**config.mk**
```make
export PLATFORM = sky130hd
export DESIGN_NAME = credit_to_valrdy_mux
export DESIGN_NICKNAME = d
export VERILOG_FILES = /design/src/rtl/credit_to_valrdy_mux.sv
export SDC_FILE = /design/constraint.sdc
export NUM_CORES = 1
export LEC_CHECK = 0
export BUFFER_PORTS_ARGS = -buffer_cell sky130_fd_sc_hd__buf_2
export CELL_PAD_IN_SITES_DETAIL_PLACEMENT = 0
export CELL_PAD_IN_SITES_GLOBAL_PLACEMENT = 1
export CORE_AREA = 2 2 238 240
export DETAILED_ROUTE_END_ITERATION = 7
export DIE_AREA = 0 0 240 242
export PLACE_DENSITY = 0.7
export SETUP_SLACK_MARGIN = 0.4
export SYNTH_ARGS = -nofsm -noshare
export SYNTH_HDL_FRONTEND = slang
export SYNTH_SLANG_ARGS = --single-unit
```
**constraint.sdc**
```tcl
create_clock -name clk -period 11.7 [get_ports clk]
set_input_delay 3.51 -clock clk [delete_from_list [all_inputs] [get_ports clk]]
set_output_delay 3.51 -clock clk [all_outputs]
set_load 0.02 [all_outputs]
```
**src/rtl/credit_to_valrdy_mux.sv**
```systemverilog
// Purpose: merges NUM_CH credit-based input channels, each with a DEPTH-entry buffer, onto one val/rdy output.
// Latency: 1 cycle from valid_in to valid_out (no bypass); yummy_in pulses 1 cycle after each transfer.
// Backpressure: ready_out=0 freezes the grant, data_out and chan_out; senders are throttled by credits only.
//
// Ports:
//   clk, reset    - clock and synchronous active-high reset
//   data_in       - NUM_CH flits, channel i at [i*DATA_WIDTH +: DATA_WIDTH]
//   valid_in      - per-channel flit valid (sender must hold a credit)
//   yummy_in      - per-channel credit return, one pulse per freed entry
//   data_out      - head flit of the granted channel
//   valid_out     - at least one buffered flit is presented
//   ready_out     - consumer accepts data_out this cycle
//   chan_out      - source channel of data_out
//   overflow_err  - sticky per-channel flag: sender wrote into a full buffer
module credit_to_valrdy_mux #(
    parameter int DATA_WIDTH = 64,
    parameter int NUM_CH = 2,
    parameter int DEPTH = 4,
    localparam int CH_W = (NUM_CH > 1) ? $clog2(NUM_CH) : 1
) (
    input  logic                         clk,
    input  logic                         reset,
    input  logic [NUM_CH*DATA_WIDTH-1:0] data_in,
    input  logic [NUM_CH-1:0]            valid_in,
    output logic [NUM_CH-1:0]            yummy_in,
    output logic [DATA_WIDTH-1:0]        data_out,
    output logic                         valid_out,
    input  logic                         ready_out,
    output logic [CH_W-1:0]              chan_out,
    output logic [NUM_CH-1:0]            overflow_err
);

    localparam int PTR_W = (DEPTH > 1) ? $clog2(DEPTH) : 1;
    localparam int CNT_W = $clog2(DEPTH + 1);
    localparam logic [PTR_W-1:0] PTR_LAST = PTR_W'(DEPTH - 1);
    localparam logic [PTR_W-1:0] PTR_ONE  = PTR_W'(1);
    localparam logic [CNT_W-1:0] CNT_FULL = CNT_W'(DEPTH);
    localparam logic [CNT_W-1:0] CNT_ONE  = CNT_W'(1);
    localparam logic [CH_W-1:0]  CH_LAST  = CH_W'(NUM_CH - 1);
    localparam logic [CH_W-1:0]  CH_ONE   = CH_W'(1);

    logic [NUM_CH-1:0]     nonempty;
    logic [NUM_CH-1:0]     full;
    logic [NUM_CH-1:0]     push;
    logic [NUM_CH-1:0]     pop;
    logic [NUM_CH-1:0]     drop;
    logic [DATA_WIDTH-1:0] head [NUM_CH];

    logic [CH_W-1:0]       rr_start;
    logic [CH_W-1:0]       rr_pick;
    logic [CH_W-1:0]       grant;
    logic [CH_W-1:0]       hold_ch;
    logic                  hold_vld;
    logic                  xfer;
    logic [NUM_CH-1:0]     yummy_q;

    // Per-channel circular buffer.
    for (genvar i = 0; i < NUM_CH; i++) begin : g_ch
        logic [DATA_WIDTH-1:0] mem [DEPTH];
        logic [PTR_W-1:0]      rd_ptr;
        logic [PTR_W-1:0]      wr_ptr;
        logic [CNT_W-1:0]      count;

        assign nonempty[i] = (count != '0);
        assign full[i]     = (count == CNT_FULL);
        assign head[i]     = mem[rd_ptr];
        // A full buffer still takes a flit when its head leaves on the same edge.
        assign push[i]     = valid_in[i] && (!full[i] || pop[i]);
        assign drop[i]     = valid_in[i] && full[i] && !pop[i];

        always_ff @(posedge clk) begin
            if (reset) begin
                rd_ptr <= '0;
                wr_ptr <= '0;
                count  <= '0;
            end else begin
                // Explicit wrap keeps non-power-of-2 depths correct.
                if (push[i]) begin
                    wr_ptr <= (wr_ptr == PTR_LAST) ? '0 : wr_ptr + PTR_ONE;
                end
                if (pop[i]) begin
                    rd_ptr <= (rd_ptr == PTR_LAST) ? '0 : rd_ptr + PTR_ONE;
                end
                case ({push[i], pop[i]})
                    2'b10:   count <= count + CNT_ONE;
                    2'b01:   count <= count - CNT_ONE;
                    default: count <= count;
                endcase
            end
        end

        // Storage is not reset; it is only observed through the count.
        always_ff @(posedge clk) begin
            if (push[i] && !reset) begin
                mem[wr_ptr] <= data_in[i*DATA_WIDTH +: DATA_WIDTH];
            end
        end
    end

    // Round-robin search starting just after the last granted channel.
    always_comb begin
        logic found;
        int   idx;
        rr_pick = rr_start;
        found   = 1'b0;
        idx     = 0;
        for (int k = 0; k < NUM_CH; k++) begin
            idx = int'(rr_start) + k;
            if (idx >= NUM_CH) begin
                idx = idx - NUM_CH;
            end
            if (!found && nonempty[idx]) begin
                rr_pick = CH_W'(idx);
                found   = 1'b1;
            end
        end
    end

    // A stalled grant is frozen so a newly filled channel cannot preempt it;
    // the held channel cannot drain while stalled, so it stays non-empty.
    assign grant     = hold_vld ? hold_ch : rr_pick;
    // Outputs are masked while reset is high so nothing is presented or credited.
    assign valid_out = (|nonempty) && !reset;
    assign xfer      = valid_out && ready_out;
    assign data_out  = valid_out ? head[grant] : '0;
    assign chan_out  = valid_out ? grant : '0;
    assign yummy_in  = yummy_q & {NUM_CH{~reset}};

    always_comb begin
        pop = '0;
        for (int i = 0; i < NUM_CH; i++) begin
            pop[i] = xfer && (grant == CH_W'(i));
        end
    end

    always_ff @(posedge clk) begin
        if (reset) begin
            rr_start     <= '0;
            hold_vld     <= 1'b0;
            hold_ch      <= '0;
            yummy_q      <= '0;
            overflow_err <= '0;
        end else begin
            yummy_q      <= pop;
            overflow_err <= overflow_err | drop;
            hold_vld     <= valid_out && !ready_out;
            hold_ch      <= grant;
            if (xfer) begin
                rr_start <= (grant == CH_LAST) ? '0 : grant + CH_ONE;
            end
        end
    end

endmodule
```
Word level (Yosys, flattened, before mapping):

Memory sizes are Yosys's and may differ from the RTL's. A register that Yosys moved wholly into a read port is not among the register bits.
Cells that the tools add are included.

* add/subtract/negate cells: 12
* muxes and demuxes: 32
* magnitude comparators: 5
* reduce and logical (&&, ||, !) cells: 28
* multiply operators: 0
* div/mod/pow operators: 0
* eq/ne operators: 10
* shift operators: 0
* bitwise logic cells: 5

Operators by type and width (count)
* 64-bit 2-to-1 mux: 4
* 32-bit by 3-bit < comparator with 1-bit output, second input constant: 2
* 32-bit 2-to-1 mux: 2
* 1-bit 2-to-1 mux: 16
* 2-bit 2-to-1 mux: 8
* 1-bit logical AND: 14
* 2-bit equality test, second input constant: 6
* 3-bit case mux with 2 select lines: 2
* 2-bit by 1-bit adder with 2-bit output, second input constant: 4
* 1-bit logical NOT: 7
* 3-bit by 1-bit adder with 3-bit output, second input constant: 2
* 3-bit equality test, second input constant: 2
* 3-bit nonzero test: 2
* 3-bit by 1-bit subtractor with 3-bit output, second input constant: 2
* 2-bit by 1-bit equality test with 1-bit output, second input constant: 2
* 2-bit greater-or-equal comparator, second input constant: 2
* 2-bit nonzero test: 2
* 1-bit by 2-bit subtractor with 3-bit output, second input constant: 1
* 2-bit by 2-bit subtractor with 3-bit output, second input constant: 1
* 1-bit by 1-bit adder with 2-bit output, second input constant: 1
* 2-bit AND: 1
* 1-bit by 2-bit greater-or-equal comparator with 1-bit output, second input constant: 1
* 1-bit logical OR: 2
* 1-bit inverter: 2
* 4 further kinds: 4

* bits in registers: 21
* bits in writable memories: 512
* memories: 2
* memory bits (read-only): 0
* word-level logic and storage cells: 105
* bits in latches: 0

Memory list
* g_ch[0].mem: words 4, bits a word 64, read ports 1, clocked after memory_dff 1, wr ports 1, line 59 `logic [DATA_WIDTH-1:0] mem [DEPTH];`
* g_ch[1].mem: words 4, bits a word 64, read ports 1, clocked after memory_dff 1, wr ports 1, line 59

Longest topological paths before layout:

Gate-level depths: netlist of run 1.

* depth after elaboration: 17
* depth in mapped cells: 11
* gate-level depth less buffers: 11

Least setup slack after synthesis of run 1:

No wires, ideal clock.

* path kind: input to register
* start: in ready_out
* end: mem g_ch[1].mem[0][0], enable pin
* data arrival time: 9.053 ns
* path slack: 2.069 ns
* setup time: 0.578 ns
* cell stages on the path: 5
* buffers on the path: 0
* cells stage by stage: inv_1 -> a211oi_4 -> nand3_1 -> a21o_1 -> nor3b_1

* cells in the longest elaborated chain, start to end: 7

Ends and longest elaborated chain
* start: declaration: line 28 `input logic ready_out,`
* 1-bit logical AND: line 124 `assign xfer = valid_out && ready_out;`
* 1-bit logical AND: line 132 `pop[i] = xfer && (grant == CH_W'(i));`
* 1-bit logical OR: line 68 `assign push[i] = valid_in[i] && (!full[i] || pop[i]);`
* 1-bit logical AND: line 68
* 1-bit logical AND: line 94 `if (push[i] && !reset) begin`
* 1-bit 2-to-1 mux: line 94
* 1-bit 2-to-1 mux (implied by the code): line 95 `mem[wr_ptr] <= data_in[i*DATA_WIDTH +: DATA_WIDTH];`
* end: declaration: line 59

Every way passes these cells.

Worst setup path after layout of run 1:

* start: in reset
* end: out data_out[14]

* cells in the longest elaborated chain, start to end: 3

Ends and longest elaborated chain
* start: declaration: line 22 `input logic reset,`
* 1-bit logical NOT: line 123 `assign valid_out = (|nonempty) && !reset;`
* 1-bit logical AND: line 123
* 64-bit 2-to-1 mux: line 125 `assign data_out = valid_out ? head[grant] : '0;`
* end: declaration: line 26 `output logic [DATA_WIDTH-1:0] data_out,`

Every way passes these cells.

==> metrics.md, run 1 <==
| Metric | Value |
|---|---|
| Worst skew pair latency | `around 610 ps` |
| Net count after synthesis | `1173` |
| Syn avg cell area | `20.3 µm²` |
| Fin cells | `2062` |
| IO buf count | `about 200` |
| DP HPWL | `~27 mm` |
| Drt first pass iters | `4` |
| Ys flop type | `edfxtp_1` |
| Sw frac | `0.318` |
| Largest net degree at the start of global routing | `68` |
| Critical Path AT | `around 5300 ps` |
| Logic pwr share | `0.258` |
| Worst-path cell chain | `buf_2 > a21o_4 > a21oi_2 > buf_2` |
| Drt drc | `0` |
| MaxCap Viol Count | `0` |
| Sequential area share after synthesis | `0.762` |
| Clk_skew | `a little under 20 ps` |
| DR vias/cell | `5.02` |
| Post-CTS Resized | `0` |
| Post-Syn Area | `0.0208 mm²` |
| Final worst-path setup slack | `2910 ps` |
| Initial DRC count | `just under 700` |
| Post-synth top cells | `edfxtp_1, mux4_2, nand2_1, a21oi_1` |
| DRT Wirelength | `47.3 mm` |
| Levels on crit path | `4` |
| Crit path largest cell delay | `between 800 and 900 ps` |
| Post-synth top area cell | `edfxtp_1` |
| Worst Hold Class | `flop to flop` |
| Max Clk Rate | `about 110 MHz` |
| Worst Tran Pin Value | `~1100 ps` |
| RSZ-0062 raised after global routing | `no` |
| Yosys reg bits | `around 540` |
| Die W | `~240 µm` |
| CTS Buffer Depth | `3` |
| IO Count | `between 200 and 250` |
| Initial antenna violation count | `11` |
| Worst Setup End Kind | `primary output` |
| Total number of vias | `about 10000` |
| Worst reg-to-reg path cell count | `6` |
| Critical-path top delay cell | `a21o_4` |
| Total GRT Usage | `0.165` |
| Global-route wire length before repair | `approximately 70 mm` |
| Place WS | `about 2800 ps` |
| Cts bufs inserted | `56` |
| Crit Path Category | `input pin to primary output` |
| Most frequent CP cell | `buf_2` |
| Initial Utilization | `0.374` |
| H-tree lvl count | `2` |
| Post-synth top area share | `0.738` |
| CTS root buffer | `clkbuf_16` |
| Post-synth EDFFs | `between 500 and 600` |
| Hold_buf cts | `0` |
| Netlist cell types | `45` |
| Crit path max-delay family | `compound AO/OA/AOI/OAI gates` |
| Final hold vios | `0` |
| Share of cells above drive strength 1 | `0.395` |
| Worst EP required | `about 8200 ps` |
| Die height | `roughly 240 µm` |
| Top-count cell post-synth | `edfxtp_1` |
| Die area | `roughly 0.058 mm²` |
| Slew headroom | `0.238` |
| Total grt overflow | `0` |
| Asr flop ratio synth | `0` |
| WL per Instance | `about 23 µm` |
| DR top layer | `met5` |
| Setup TNS Final | `0 ps` |
| Hold depth | `2` |
| Core Box Area | `~0.056 mm²` |
| CP max FO | `67` |
| Synth warnings | `0` |
| Tcrit/Tclk final | `0.752` |
| Inst Count DP | `just under 2000` |
| Slew Viols, Final | `0` |
| Reg power frac | `0.411` |
| Final Critical Period | `around 8800 ps` |
| Run status | `completed` |
| GP Congestion | `~0.70` |
| Clock share of power | `0.332` |
| Number of clock sinks | `~540` |
| Vias in the first global route | `~11000` |
| Clock-pin slew on the worst setup and hold paths | `approximately 60 ps` |
| Worst vdd ir | `just under 200 µV` |
| Synth top area cells | `edfxtp_1, mux4_2, dfxtp_1` |
| WL met3 | `approximately 2.0 mm` |
| Layout area overhead | `18.4%` |
| Post-CTS setup repair buffer count | `0` |
| Leak Pwr | `between 8 and 9 nW` |
| Final setup vio count | `0` |
| Pint | `0.00379 W` |
| Cells after Synth | `around 1000` |
| Design Area, Final | `approximately 0.025 mm²` |
| Pwr dens | `~230 mW/mm²` |
| Buf/Inv on CP | `2` |
| Routed length on met2 | `approximately 24 mm` |
| Final hold slack | `between 400 and 500 ps` |
| CTS tree | `done` |
| Final ANT Viol Nets | `0` |
| Met1 WL | `between 15 and 20 mm` |
| Worst Setup Start Kind | `input pin` |
| Placed cell areas | `about 0.023 mm²` |
| Nets | `about 1400` |
| Switch Pwr | `0.00177 W` |
| Rows | `87` |
==> metal layers <==
metal  up-vias  track usage
met4         8       0.0544
met3        95       0.0297
met5         -            0
li1       4592            -
met1      5437        0.210
met2       222        0.287
==> cells by family after synthesis <==
logic type               after synthesis  synth area share
AO/OA/AOI/OAI                         88            0.0299
XOR/XNOR                               2          0.000841
adder cells (fa/ha/maj)               14           0.00907
buffers and inverters                 71            0.0160
flip-flops                           537             0.762
multiplexers                         133             0.141
AND/OR/NAND/NOR                      182            0.0408
==> metrics by stage <==
step                      utilization  power (W)
after floorplan                     -    0.00331
after global placement          0.408    0.00380
after global routing            0.442    0.00582
after CTS                       0.442    0.00566
after detailed placement        0.408    0.00380
final                           0.443    0.00556
==> worst paths after layout <==
check,from,to,slack [ps]
hold reg to reg,overflow_err[0],overflow_err[0],470
setup reg to reg,g_ch[1].count[0],g_ch[0].mem[0][39],8460
setup / recovery,reset,data_out[14],2910
hold / removal,overflow_err[0],overflow_err[0],470
==> cell usage in the layout, fill, tap and decap left out, drive strengths merged, types with 5 or more instances in the layout <==
cell    instances
nand2b          5
diode           7
edfxtp        512
nor3            5
clkinv         26
inv            23
a21oi          72
nor2           13
buf           220
clkbuf         62
bufinv         10
mux4          128
ha             11
nand2         135
dfxtp          25
==> worst min-delay path, stage by stage, from the launching register on <==
cell,delay [ps]
dfxtp_1,330
a31oi_1,40
nor2_1,70
==> registers in the layout, summed over array words and instances (netlist names), 2 cells and up, named ones only <==
register and flops:
g_ch.rd_ptr 4, overflow_err 2, yummy_q 2, g_ch.mem 512, g_ch.wr_ptr 4, g_ch.count 6
==> area by class of cell <==
cell class / instances / area, µm²
antenna: 7 / 17.5
clock buffer: 62 / 1420
clock inverter: 42 / 499
fill: 4917 / 31100
inverter: 19 / 71.3
multi-input combinational: 419 / 4670
sequential: 537 / 15900
tap: 756 / 946
timing repair buffer: 220 / 1150
==> power groups by stage <==
stage	Combinational [W]	Clock [W]	Sequential, W
after floorplan	0.00102	0	0.00229
after global placement	0.00147	0	0.00232
after detailed placement	0.00147	0	0.00233
after CTS	0.00148	0.00189	0.00229
after global routing	0.00155	0.00197	0.00230
final	0.00143	0.00184	0.00228
No activity file was read; power rests on OpenSTA's default activity.
==> inputs of run 2 (changes only) <==
Clock period 11.7 ns to 9 ns, I/O delays scaled along.
==> run 2 against run 1 <==
Against the previous run: sequential share of layout area increased by 0.34 points; global-route usage about the same; critical endpoint is now data_out[54]; via count increased by 0.23%; wire length decreased by 0.20%; final area shrank 0.53%; power rose by 28%; combinational power grew 29%; clock skew is 9.9 ps higher; clock power up 23%; utilization shrank 0.23 points.
==> metrics.md, run 2 (synthesized netlist as in run 1, its figures left out) <==
| Metric | Value |
|---|---|
| Inst Count DP | `1952 (+0.051%)` |
| Final Critical Period | `approximately 6700 ps` |
| Crit Path Category | `input pin to primary output` |
| Met1 Use GR | `0.208 (-0.00130)` |
| RSZ-0062 raised after global routing | `no` |
| Initial DRC count | `692 (+2.7%)` |
| Post-CTS setup repair buffer count | `0 (unchanged)` |
| Largest net degree at the start of global routing | `68 (unchanged)` |
| Most frequent cells in the layout | `edfxtp_1, buf_2, mux4_2` |
| Clk_skew | `29.3 ps (+9.94 ps)` |
| Critical Path AT | `3970 ps (-1310 ps)` |
| Grt peak-use layer | `met2` |
| DRT Wirelength | `47.2 mm (-0.20%)` |
| Clock-pin slew on the worst setup and hold paths | `60 ps (about the same)` |
| Worst Setup End Kind | `primary output` |
| R2R Setup Slk | `5830 ps (-2630 ps)` |
| Met2 GRT Util | `0.288 (+0.00136)` |
| Final ANT Viol Nets | `0 (unchanged)` |
| Run status | `completed` |
| Worst vdd ir | `221 µV (+13%)` |
| Met3 global-route usage | `0.0305 (+0.000798)` |
| Top flop regs | `g_ch.mem x512, g_ch.count x6` |
| Final setup vio count | `0 (unchanged)` |
| MaxCap Viol Count | `0 (unchanged)` |
| Vias in the first global route | `11300 (+2.5%)` |
| Fill cells | `4962 (+0.92%)` |
| Fin cells | `2058 (-0.19%)` |
| Total GRT Usage | `0.165 (-0.000475)` |
| Max Clk Rate | `150 MHz` |
| Biggest register | `g_ch.mem` |
| GP Congestion | `0.690 (-1.5%)` |
| Nets | `1398 (-0.071%)` |
| Final hold vios | `0 (unchanged)` |
| Share of cells above drive strength 1 | `0.392 (-0.00325)` |
| Slew headroom | `0.220 (-0.0183)` |
| Die area | `0.0581 mm² (unchanged)` |
| Drt first pass iters | `4 (unchanged)` |
| Layout area overhead | `17.8%` |
| H-tree lvl count | `2 (unchanged)` |
| CTS root buffer | `clkbuf_16` |
| Number of clock sinks | `537 (unchanged)` |
| Pwr dens | `289 mW/mm² (+28%)` |
| Tcrit/Tclk final | `0.741` |
| Max reg flops | `512 (unchanged)` |
| Drt drc | `0 (unchanged)` |
| Worst Hold Class | `flop to flop` |
| Die W | `240 µm (unchanged)` |
| Worst skew pair latency | `600 ps (about the same)` |
| Worst EP required | `6300 ps (-1890 ps)` |
| Post-CTS Resized | `0 (unchanged)` |
| DP HPWL | `27.1 mm (+1.4%)` |
| Register area | `0.0159 mm² (unchanged)` |
| Multi-input logic area | `0.00467 mm² (unchanged)` |
| Initial antenna violation count | `9 (-2)` |
| Cts bufs inserted | `54 (-3.6%)` |
| DR vias/cell | `5.04 (+0.43%)` |
| Initial Utilization | `0.374 (unchanged)` |
| IO Count | `203 (unchanged)` |
| Slew Viols, Final | `0 (unchanged)` |
| CTS Buffer Depth | `3 (unchanged)` |
| CTS tree | `done` |
| Final Power | `0.00710 W (+28%)` |
| Die height | `242 µm (unchanged)` |
| Worst Setup Start Kind | `input pin` |
| Rows | `87 (unchanged)` |
| Place WS | `2260 ps (-561 ps)` |
| Final hold slack | `473 ps (+1.69 ps)` |
| Final worst-path setup slack | `2330 ps (-577 ps)` |
| Global-route wire length before repair | `70.4 mm (about the same)` |
| IO buf count | `202 (unchanged)` |
| Worst Tran Pin Value | `1170 ps (+27.5 ps)` |
| Commonest non-fill, non-tap cell in the layout | `edfxtp_1` |
| Setup TNS Final | `0 ps (unchanged)` |
| Total number of vias | `10400 (+0.23%)` |
| Leak Pwr | `8.12 nW (-0.71%)` |
| CP max FO | `67 (unchanged)` |
| Hold_buf cts | `0 (unchanged)` |
| WL per Instance | `23.0 µm (about the same)` |
| Core Box Area | `0.0557 mm² (unchanged)` |
| Total grt overflow | `0 (unchanged)` |
## run 2: final timing paths
path                          from                 end  cells after the start
setup / recovery             reset        data_out[54]                      4
hold / removal     overflow_err[0]     overflow_err[0]                      2
setup reg to reg  g_ch[1].count[0]  g_ch[0].mem[0][10]                      6
hold reg to reg    overflow_err[0]     overflow_err[0]                      2
## run 2: per-stage QoR
step / area [µm²] / util
after CTS: 24500 / 0.440
after floorplan: 20800 / -
after detailed placement: 22700 / 0.408
after global routing: 24500 / 0.440
final: 24500 / 0.440
after global placement: 22700 / 0.408
## run 2: final cells by class
| cell class | count | share of cell area |
|---|---|---|
| Antenna cell | 5 | 0.000510 |
| Clock buffer | 67 | 0.0571 |
| Clock inverter | 34 | 0.0159 |
| Inverter | 19 | 0.00291 |
| Multi-Input combinational cell | 419 | 0.190 |
| Sequential cell | 537 | 0.648 |
| Tap cell | 756 | 0.0386 |
| Timing Repair Buffer | 221 | 0.0470 |
## run 2: report_power, final
part | total [W] | internal [W] | switching, W
clock | 0.00227 | 0.00134 | 0.000932
combinational | 0.00185 | 0.000611 | 0.00124
sequential | 0.00298 | 0.00288 | 0.000101
## run 2: routing by layer
metal	vias up	wire length [µm]
met5	-	67
met4	10	1000
met3	73	2190
met2	223	24700
met1	5482	19300
li1	4590	-
## run 2: worst max-delay path, cell delays in order
cell	delay [ps]
buf_2	100
a21o_4	770
a21oi_2	120
buf_2	220
